**src/rtl/dot_accum_stage_if.sv**
```systemverilog
// dot_accum_stage_if: partial-sum input and final-sum output bundle between adder tree and comb stage
interface dot_accum_stage_if #(
    parameter int bitwidth = 32
);
    logic [bitwidth-1:0] psum_in;
    logic                psum_valid;
    logic                flush;
    logic [bitwidth-1:0] data_out;
    logic                valid;
    logic                ovf;
    logic                busy;

    modport master (
        output psum_in, psum_valid, flush,
        input  data_out, valid, ovf, busy
    );

    modport slave (
        input  psum_in, psum_valid, flush,
        output data_out, valid, ovf, busy
    );
endinterface

```
**src/rtl/dot_accum_stage.sv**
```systemverilog
// dot_accum_stage: saturating accumulation of NUM_CHUNKS signed partial sums into one pulsed result
module dot_accum_stage #(
    parameter int bitwidth   = 32,
    parameter int NUM_CHUNKS = 4
) (
    input logic              clk,
    input logic              rst_n,
    dot_accum_stage_if.slave bus
);
    localparam int CNT_W = $clog2(NUM_CHUNKS) + 1;
    localparam logic [bitwidth-1:0] SAT_MAX = {1'b0, {(bitwidth-1){1'b1}}};
    localparam logic [bitwidth-1:0] SAT_MIN = {1'b1, {(bitwidth-1){1'b0}}};

    typedef enum logic {IDLE, ACCUM} state_t;

    state_t              state, state_nxt;
    logic [bitwidth-1:0] acc, acc_nxt;
    logic [CNT_W-1:0]    cnt, cnt_nxt;
    logic                ovf_acc, ovf_acc_nxt;
    logic [bitwidth:0]   sum;
    logic [bitwidth-1:0] sat;
    logic                sat_hit, take, last, sticky, clear;

    // acc is zero in IDLE, so the first chunk goes through the same adder unchanged
    always_comb begin
        sum         = {acc[bitwidth-1], acc} + {bus.psum_in[bitwidth-1], bus.psum_in};
        sat_hit     = sum[bitwidth] != sum[bitwidth-1];
        sat         = sat_hit ? (sum[bitwidth] ? SAT_MIN : SAT_MAX) : sum[bitwidth-1:0];
        take        = bus.psum_valid & ~bus.flush;
        last        = take & (cnt == CNT_W'(NUM_CHUNKS - 1));
        sticky      = ((state == ACCUM) & ovf_acc) | sat_hit;
        clear       = bus.flush | last;
        state_nxt   = clear ? IDLE : take ? ACCUM : state;
        acc_nxt     = clear ? '0 : take ? sat : acc;
        cnt_nxt     = clear ? '0 : take ? cnt + CNT_W'(1) : cnt;
        ovf_acc_nxt = clear ? 1'b0 : take ? sticky : ovf_acc;
    end

    always_ff @(posedge clk or negedge rst_n) begin
        if (!rst_n) begin
            state        <= IDLE;
            acc          <= '0;
            cnt          <= '0;
            ovf_acc      <= 1'b0;
            bus.data_out <= '0;
            bus.valid    <= 1'b0;
            bus.ovf      <= 1'b0;
        end else begin
            state     <= state_nxt;
            acc       <= acc_nxt;
            cnt       <= cnt_nxt;
            ovf_acc   <= ovf_acc_nxt;
            bus.valid <= last;
            if (last) begin
                bus.data_out <= sat;
                bus.ovf      <= sticky;
            end
        end
    end

    assign bus.busy = state == ACCUM;
endmodule

```
**src/flat_wrapper.sv**
```systemverilog
// flat-port wrapper written by rule: the top's interface ports become plain ports
module dot_accum_stage_flat 
#(
    parameter int bitwidth   = 32,
    parameter int NUM_CHUNKS = 4
)
  (clk, rst_n, bus_psum_in, bus_psum_valid, bus_flush, bus_data_out, bus_valid, bus_ovf, bus_busy);
  dot_accum_stage_if #(.bitwidth(bitwidth)) bus_i ();
  input logic clk;
  input logic rst_n;
  input wire logic [$bits(bus_i.psum_in)-1:0] bus_psum_in;
  input wire logic [$bits(bus_i.psum_valid)-1:0] bus_psum_valid;
  input wire logic [$bits(bus_i.flush)-1:0] bus_flush;
  output wire logic [$bits(bus_i.data_out)-1:0] bus_data_out;
  output wire logic [$bits(bus_i.valid)-1:0] bus_valid;
  output wire logic [$bits(bus_i.ovf)-1:0] bus_ovf;
  output wire logic [$bits(bus_i.busy)-1:0] bus_busy;
  assign bus_i.psum_in = bus_psum_in;
  assign bus_i.psum_valid = bus_psum_valid;
  assign bus_i.flush = bus_flush;
  assign bus_data_out = bus_i.data_out;
  assign bus_valid = bus_i.valid;
  assign bus_ovf = bus_i.ovf;
  assign bus_busy = bus_i.busy;
  dot_accum_stage #(.bitwidth(bitwidth), .NUM_CHUNKS(NUM_CHUNKS)) u_core (.clk(clk), .rst_n(rst_n), .bus(bus_i));
endmodule
```
**config.mk**
```make
export PLATFORM = sky130hd
export DESIGN_NAME = dot_accum_stage_flat
export DESIGN_NICKNAME = d
export VERILOG_FILES = /design/src/rtl/dot_accum_stage_if.sv /design/src/rtl/dot_accum_stage.sv /design/src/flat_wrapper.sv
export SDC_FILE = /design/constraint.sdc
export NUM_CORES = 1
export LEC_CHECK = 0
export CAP_MARGIN = 20
export CORE_MARGIN = 1.5
export CORE_UTILIZATION = 41
export DETAILED_ROUTE_END_ITERATION = 7
export HOLD_SLACK_MARGIN = 0.12
export PLACE_DENSITY = 0.65
export SLEW_MARGIN = 0
export SYNTH_ARGS = -nofsm -noshare
export SYNTH_HDL_FRONTEND = slang
export SYNTH_SLANG_ARGS = --single-unit
export TNS_END_PERCENT = 100
```
**constraint.sdc**
```tcl
create_clock -name clk -period 5.8 [get_ports clk]
set_clock_uncertainty 0.05 [all_clocks]
set_input_delay 1.16 -clock clk [delete_from_list [all_inputs] [get_ports clk]]
set_output_delay 1.16 -clock clk [all_outputs]
set_load 0.005 [all_outputs]
```
==> results.md, run 1 <==
- CP delay by family, top: compound AO/OA/AOI/OAI gates
- Initial antenna violation count: 0
- Remaining antenna violation count after routing: 0
- Synth Instances: 546
- Post-Synth XOR/XNOR Area: 4.93%
- CP Launch Type: primary input
- DR vias/cell: 5.84
- Port Buffer Count: 70
- CTS H-tree depth: 3
- Worst-Margin Slew: 962 ps
- Sequential cell area fraction in the yosys report: 37.1%
- Mapped cell area: 4790 um2
- Top FF cell, synth: dfrtp_1
- Core box area: 11400 um2
- DRT iter0 DRCs: 191
- Multiplexer area fraction after synthesis: 0.444%
- Status: finished clean
- Number of enable flip-flop cells after synthesis: 0
- Fillers: 1138
- Via Count: 4354
- Rows: 39
- Ys Warns: 0
- Critical path type: primary input to register
- # IOs: 71
- Die area: 12300 um2
- Post-Synth Simple-Gate Area: 16.1%
- P_leak: 2.60 nW
- Worst skew pair latency: 340 ps
- Worst path max stage delay: 540 ps
- Adder-cell share of the synthesized area: 9.30%
- Post-synth top area cell: dfrtp_1
- # setup viols final: 0
- Dpl cells: 729
- Share of layout cells above drive strength 1: 6.64%
- Setup TNS: 0 ps
- Final Routed Wirelength: 13.1 mm
- Final Cycle Share: 76.8%
- Buf/Inv on CP: 2
- Footprint of the multi-input gates: 2790 um2
- Cell chain of the critical path: clkdlybuf4s50_1, ha_1, inv_1, fa_1, nand2b_1, a21oi_2, o211ai_1, a311oi_2, o32ai_4, o31ai_4, and2_4, a221o_1
- CP Capture Type: register
- CTS Buf Count: 9
- Power Density: 469 nW/um2
- N_diodes: 0
- Register bit total from synthesis: 71
- Count leader, synth: nand2_1
- Largest net degree at the start of global routing: 72
- RSZ-0062 raised after global routing: no
- Nets@finish: 668
- Max-slew violations: 0
- Syn nets: 617
- Vias in the first global route: 4421
- Top post-synthesis cells by area: dfrtp_1 (37%), ha_1 (8.9%), a21oi_1 (6.2%)
- First-pass GRT wire length: 22.0 mm
- First-pass DRT Iterations: 5
- Final Hold Viols: 0
- Gr usage total: 21.9%
- Async S/R FF share, synth: 100%
- Main combinational cell family by area after synthesis: compound AO/OA/AOI/OAI gates
- Critical Path RT: 6020 ps
- Post-CTS setup buffers: 0
- CTS tree: yes
- Clk buf depth: 2
- Crit-path max FO: 19
- Hold buffers post-CTS: 0
- DP HPWL: 9.57 mm
- Post-cts resize count: 0
- Synth Area in Compound Gates: 27.4%
- Fmax: 225 MHz
- Syn_area_per_cell: 8.78 um2
- Top cells by count, synth: nand2_1 (74), dfrtp_1 (71), a21oi_1 (59)
- # DRC: 0
- Area delta synth->final: 21.8%
- Layout Cells excl Fill: 745
- Worst endpoint data arrival time: 4670 ps
- Cell variety after synth: 61
- Worst rel slew slack: 35.7%
- Die H: 111 um
- WL per Instance: 17.6 um
- Sequential Area: 1780 um2
- Clk root buf: clkbuf_16
- GPL Wtd Cong: 0.951
- Chip Width: 111 um
- Max cap viols: 0
- Clk pin slew, worst setup/hold paths: 50 ps
- Max stage delay cell, worst path: o31ai_4
- Initial Utilization: 42.0%
- Peak supply drop: 0.218 mV
- Share of the synthesized area in the top cell type: 37.1%
- CTS sink count: 71
- Final min period: 4450 ps
- HP Class: register to register
- Hold_ws: 431 ps
- GRT overflow: 0
metal layers:
layer  share of wire, %  GRT usage (%)
met5                  0              0
met4                1.6           7.09
met3                3.9           3.72
met2                 49           37.4
met1                 46           28.2
tightest hold or removal path, stage by stage (launching register included):
cell     delay (ps)
dfrtp_1         340
nand2_1          50
o21ai_0          60
per-stage QoR:
step | area [um2] | worst slack, ps | total power [mW] | util, %
4_1_cts | 5840 | 1380 | 2.74 | 51.1
2_1_floorplan | 4790 | 2080 | 1.70 | -
3_5_place_dp | 5520 | 1030 | 2.14 | 48.3
5_1_grt | 5840 | 1040 | 2.94 | 51.1
3_3_place_gp | 5520 | 1200 | 2.12 | 48.3
6_report | 5840 | 1350 | 2.74 | 51.1
flip-flops by register name, indices dropped and copies added, names as in the netlist:
| signal | flops |
|---|---|
| u_core.bus.busy | 1 |
| u_core.acc | 32 |
| u_core.bus.ovf | 1 |
| u_core.ovf_acc | 1 |
| u_core.bus.valid | 1 |
| u_core.cnt | 3 |
| u_core.bus.data_out | 32 |
cell families after synthesis:
kind of cell | count (synthesis)
flops | 71
mux | 2
xor+xnor | 27
fa+ha+maj | 35
compound gates | 197
buf+inv | 47
simple gates | 167
power breakdown:
| group | switching (mW) | internal [mW] | leakage [nW] |
|---|---|---|---|
| sequential | 0.0899 | 0.645 | 0.944 |
| combinational | 0.797 | 0.614 | 1.50 |
| clock | 0.212 | 0.377 | 0.154 |
| total | 1.10 | 1.64 | 2.60 |
worst paths after layout:
check | slack, ps | cells after the start | end | from
worst max register to register | 2260 | 11 | u_core.acc[23] | u_core.acc[0]
worst min-delay path | 430 | 2 | u_core.bus.data_out[26] | u_core.bus.data_out[26]
min in group asynchronous | 980 | 2 | u_core.bus.valid | rst_n
max in group asynchronous | 4100 | 2 | u_core.acc[25] | rst_n
worst max-delay path | 1350 | 12 | u_core.acc[23] | bus_psum_in[0]
worst min register to register | 430 | 2 | u_core.bus.data_out[26] | u_core.bus.data_out[26]
final cells by class:
type	instances	share of cell area, %
clock inverter	5	1.42
sequential	71	30.4
tap	143	3.07
timing repair buffer	73	12.3
inverter	14	0.901
multi-input combinational	428	47.9
clock buffer	11	3.99
placed cells by master, fill, tap and decap left out, types with 3 or more instances in the layout:
cell type / synthesis / final
a22o_1: 3 / 3
a211o_1: 3 / 3
nor2b_1: 3 / 3
a21boi_0: 3 / 3
a21oi_1: 59 / 59
inv_1: 14 / 14
a21oi_2: 4 / 4
nand4_1: 12 / 12
nand2_1: 74 / 74
nand2b_1: 5 / 5
nand3_1: 8 / 8
or3_1: 3 / 3
nor3_1: 8 / 8
o22ai_1: 3 / 3
a21o_1: 11 / 11
o21ai_0: 44 / 44
clkbuf_16: 0 / 9
dfrtp_1: 71 / 71
clkdlybuf4s50_1: 0 / 69
xnor2_1: 19 / 19
ha_1: 34 / 34
o211ai_1: 4 / 4
nor2_1: 38 / 37
buf_4: 2 / 3
a31oi_1: 11 / 11
o21a_1: 4 / 4
o21bai_1: 3 / 3
and3_1: 3 / 3
o21ai_1: 6 / 6
a211oi_1: 3 / 3
a221o_1: 18 / 18
xor2_1: 8 / 8
No activity file was read; power rests on OpenSTA's default activity.
==> inputs of run 2 (changes only) <==
- PLACE_DENSITY: 0.65 -> 0.68
- clock period: 5.8 -> 4.05 ns (I/O delays scaled with it)
==> run 2 against run 1 <==
Net effect:
- die area is the same
- total power grew 44%
- global-route usage grew 1.2 points
- worst hold slack lost 2.5 ps
- sequential power grew 43%
- final area grew 2.4%
- cell count grew 2.7%
- sequential cell count is the same
- critical path type unchanged
- first-iteration DRC count grew 42%
- non-clock buffer count grew 20
- clock power grew 35%
==> results.md, run 2 (synthesis gave the netlist of run 1 again) <==
- Worst endpoint data arrival time: 3890 ps
- Worst skew pair latency: 340 ps
- GRT overflow: 0
- Worst path max stage delay: 480 ps
- Dpl ws: -6.05 ps
- Final WS setup: 318 ps
- N_diodes: 0
- Hold wc startpoint: u_core.bus.data_out[22]
- Final Routed Wirelength: 13.3 mm
- CTS tree: yes
- WL per Instance: 17.4 um
- Total power: 3.94 mW
- Final instance area: 5980 um2
- Chip Width: 111 um
- Critical Path Source: bus_psum_in[0]
- FF-to-FF End: u_core.acc[29]
- Final Cycle Share: 92.1%
- Peak supply drop: 0.261 mV
- Cell chain of the critical path: clkdlybuf4s50_1, ha_1, inv_1, fa_1, nand2b_1, a21oi_2, o211ai_1, a311oi_2, buf_4, o41ai_1, mux2_2, a31oi_1, o21ai_0
- Top Registers: u_core.acc x32, u_core.bus.data_out x32, u_core.cnt x3
- Setup TNS: 0 ps
- CTS Buf Count: 9
- Port Buffer Count: 70
- Crit-path max FO: 10
- Worst Setup EP: u_core.acc[29]
- # IOs: 71
- Clk pin slew, worst setup/hold paths: 50 ps
- Core box area: 11400 um2
- CP Capture Type: register
- Critical path type: primary input to register
- Post-CTS setup buffers: 0
- # DRC: 0
- Die area: 12300 um2
- DP HPWL: 9.97 mm
- Initial Utilization: 42.0%
- Max-slew violations: 0
- # setup viols final: 0
- CP Launch Type: primary input
- Max stage delay cell, worst path: clkdlybuf4s50_1
- Nets@finish: 688
- HP Class: register to register
- Via Count: 4384
- Hold buffers post-CTS: 0
- Max cap viols: 0
- RSZ-0062 raised after global routing: no
- Clk root buf: clkbuf_16
- Flop2flop setup slack: 900 ps
- Vias in the first global route: 4518
- CTS H-tree depth: 3
- Power Density: 659 nW/um2
- First-pass GRT wire length: 22.9 mm
- Rows: 39
- DP Area: 5680 um2
- Share of layout cells above drive strength 1: 9.97%
- Critical Path RT: 4210 ps
- Initial antenna violation count: 0
- DR vias/cell: 5.73
- R2r worst-path depth: 12
- Reg-to-Reg Start: u_core.acc[0]
- DRT iter0 DRCs: 272
- Commonest non-fill, non-tap cell in the layout: nand2_1
- Final Hold Viols: 0
- First-pass DRT Iterations: 5
- Largest net degree at the start of global routing: 44
- Most frequent cells in the layout: nand2_1 (74), dfrtp_1 (71), clkdlybuf4s50_1 (69)
- Die H: 111 um
- Clk buf depth: 2
- Fmax: 268 MHz
- Gr usage total: 23.0%
- Status: finished clean
- Area delta synth->final: 24.7%
- GPL Wtd Cong: 0.910
- P_leak: 2.69 nW
- Worst rel slew slack: 44.4%
- Post-cts resize count: 0
- Remaining antenna violation count after routing: 0
- Worst-Margin Slew: 834 ps
- Final min period: 3730 ps
- Final Util: 52.3%
- CTS sink count: 71
-- run 2: cell count changes in the layout (fill, tap and decap cells not counted) --
cell	before	now
buf_4	3	22
clkbuf_1	2	0
clkinv_2	1	3
clkinv_4	2	0
clkinvlp_4	0	2
buf_12	0	1
bufinv_16	2	1
clkbuf_8	0	1
nor2_2	1	2
nor2_4	2	1
-- run 2: cell type report --
class / instances / area, um2
Multi-Input combinational cell: 428 / 2790
Clock inverter: 6 / 60.1
Inverter: 14 / 52.6
Tap cell: 143 / 179
Fill cell: 1115 / 5440
Timing Repair Buffer: 93 / 881
Sequential cell: 71 / 1780
Clock buffer: 10 / 239
-- run 2: report_power, final --
group | switching (mW) | leakage (nW) | internal [mW] | total (mW)
clock network | 0.309 | 0.144 | 0.490 | 0.799
logic | 1.14 | 1.60 | 0.942 | 2.08
registers | 0.131 | 0.944 | 0.924 | 1.05
-- run 2: per-layer routing --
| layer | track usage [%] | vias to the layer above | share of wire (%) |
|---|---|---|---|
| met5 | 0 | - | 0 |
| met4 | 8.27 | 0 | 1.8 |
| met3 | 3.88 | 17 | 4.5 |
| met2 | 38.1 | 132 | 48 |
| met1 | 30.5 | 2100 | 45 |
| li1 | - | 2135 | - |
-- run 2: critical path, delay by kind of cell --
family | cells | cell delay [ps]
fa+ha+maj | 2 | 600
compound gates | 6 | 1170
mux | 1 | 390
buf+inv | 3 | 730
simple gates | 1 | 190
-- run 2: worst min path at each step --
stage,to,slack (ps),cells after the start
2_1_floorplan,u_core.cnt[2],400,2
3_3_place_gp,u_core.cnt[2],420,2
3_5_place_dp,u_core.cnt[2],420,2
4_1_cts,u_core.cnt[2],440,2
5_1_grt,u_core.bus.data_out[26],460,2
6_report,u_core.bus.data_out[22],430,2
-- run 2: stage by stage --
step           std cells  hold slack, ps
6_report             765             429
4_1_cts              765             435
3_5_place_dp         749             422
5_1_grt              765             464
2_1_floorplan        546             400
3_3_place_gp         749             418
==> inputs of run 3 (changes only) <==
- PLACE_DENSITY: 0.68 -> 0.66
- SETUP_SLACK_MARGIN: not set -> 0.3
- TNS_END_PERCENT: 100 -> 50
==> run 3 against run 2 <==
Net effect:
- clock-buffer cell count increased by 1
- routed wire length is 3.2% higher
- total power rose by 1.7%
- cell count grew 2.1%
- via count grew 1.5%
- die area stayed put
- first-iteration DRC count fell by 27%
- combinational power increased by 6%
- register-to-register slack better by 20 ps
- clock power down 6.5%
- fmax is 2.0% higher
==> results.md, run 3 (synthesis gave the netlist of run 1 again) <==
- Setup TNS: 0 ps
- Worst skew pair latency: 340 ps
- Hold_ws: 427 ps
- Clk pin slew, worst setup/hold paths: 60 ps
- # setup viols final: 0
- Final min period: 3660 ps
- CTS tree: yes
- Top Registers: u_core.acc x32, u_core.bus.data_out x32, u_core.cnt x3
- Flop2flop setup slack: 920 ps
- Dpl cells: 754
- Crit-path max FO: 9
- Max cap viols: 0
- Hold Path Stages: 2
- Final Routed Wirelength: 13.8 mm
- Initial Utilization: 42.0%
- Clk buf depth: 2
- Cell chain of the critical path: clkdlybuf4s50_1, ha_1, a21oi_1, nand2_1, o211ai_1, a311oi_2, buf_4, o32ai_4, a31o_4, nor2_4, buf_4, a221o_1
- First-pass GRT wire length: 22.6 mm
- Hold buffers post-CTS: 0
- Gr usage total: 22.8%
- Rows: 39
- Max-slew violations: 0
- Fillers: 1123
- Final instance area: 6180 um2
- DP Area: 5720 um2
- Worst-Margin Slew: 955 ps
- Power Density: 648 nW/um2
- Commonest non-fill, non-tap cell in the layout: nand2_1
- CP Capture Type: register
- Max stage delay cell, worst path: clkdlybuf4s50_1
- CTS H-tree depth: 3
- P_leak: 2.80 nW
- Final Hold Viols: 0
- Final WS setup: 393 ps
- Final Util: 54.1%
- Crit path top cell by count: buf_4
- # IOs: 71
- Area delta synth->final: 28.9%
- GPL Wtd Cong: 0.902
- Footprint of the multi-input gates: 2900 um2
- CTS Buf Count: 9
- Levels on crit path: 12
- Total power: 4.01 mW
- Fmax: 273 MHz
- Worst rel slew slack: 36.2%
- Clk root buf: clkbuf_16
- N_diodes: 0
- Initial antenna violation count: 0
- Worst path max stage delay: 410 ps
- First-pass DRT Iterations: 4
- Remaining antenna violation count after routing: 0
- Share of layout cells above drive strength 1: 13.5%
- Worst endpoint data arrival time: 3830 ps
- Most frequent cells in the layout: nand2_1 (74), dfrtp_1 (71), clkdlybuf4s50_1 (69)
- Sequential Area: 1780 um2
- GRT overflow: 0
- Vias in the first global route: 4571
- R2r worst-path depth: 11
- Via Count: 4451
- CP delay by family, top: compound AO/OA/AOI/OAI gates
- Layout Cells excl Fill: 781
- Dpl ws: -138 ps
- WL per Instance: 17.6 um
- Chip Width: 111 um
- Final Cycle Share: 90.3%
- Critical path type: primary input to register
- DP HPWL: 9.84 mm
- Die area: 12300 um2
- # DRC: 0
- Peak supply drop: 0.244 mV
- CP Launch Type: primary input
- Nets@finish: 704
- RSZ-0062 raised after global routing: yes
- Status: finished clean
- Critical Path RT: 4220 ps
- Port Buffer Count: 70
- Core box area: 11400 um2
- Buf/Inv on CP: 3
- CTS sink count: 71
- DR vias/cell: 5.70
- Largest net degree at the start of global routing: 72
- HP Class: register to register
- DRT iter0 DRCs: 199
- Die H: 111 um
run 3: changes by cell type in the layout (fill, tap and decap cells not counted), sizes merged:
cell | before | now
and2 | 3 | 5
clkbuf | 10 | 11
buf | 24 | 37
mux2 | 1 | 2
bufinv | 1 | 0
run 3: worst paths after layout:
| check | start | to |
|---|---|---|
| min reg2reg | u_core.bus.data_out[26] | u_core.bus.data_out[26] |
| min | u_core.bus.data_out[26] | u_core.bus.data_out[26] |
| max reg2reg | u_core.acc[5] | u_core.acc[3] |
| min in group asynchronous | rst_n | u_core.cnt[1] |
| max in group asynchronous | rst_n | u_core.bus.data_out[20] |
| max | bus_psum_in[5] | u_core.acc[3] |
run 3: routing by layer:
layer | track usage, % | wire, um | vias up
met3 | 4.48 | 508 | 30
met1 | 29.3 | 6260 | 2158
li1 | - | - | 2172
met5 | 0 | 0 | -
met4 | 8.35 | 337 | 0
met2 | 38.0 | 6670 | 91
run 3: area by class of cell:
| class | count | share of cell area, % |
|---|---|---|
| clock inverters | 5 | 0.547 |
| flip-flops and latches | 71 | 28.8 |
| well taps | 143 | 2.90 |
| repair buffers | 106 | 16.2 |
| clock buffers | 11 | 3.93 |
| multi-input cells | 431 | 46.9 |
| inverters | 14 | 0.851 |
run 3: worst register-to-register path: stages, from the launching register on:
cell	delay, ps
dfrtp_1	380
ha_1	330
a21oi_1	280
nand2_1	110
o211ai_1	340
a311oi_2	150
buf_4	170
o32ai_4	360
a31o_4	260
nor2_4	40
buf_4	180
a221o_1	350
run 3: where the power goes:
| part | internal (mW) | switching (mW) | leakage, nW |
|---|---|---|---|
| combinational | 1.02 | 1.19 | 1.72 |
| sequential | 0.923 | 0.126 | 0.944 |
| clock | 0.430 | 0.317 | 0.132 |
run 3: timing repair:
item	CTS	global route
endpoints found under the setup margin	50	64
pin swaps	2	8
gates resized for setup	1	26
cloned	0	3
buffers inserted	2	6
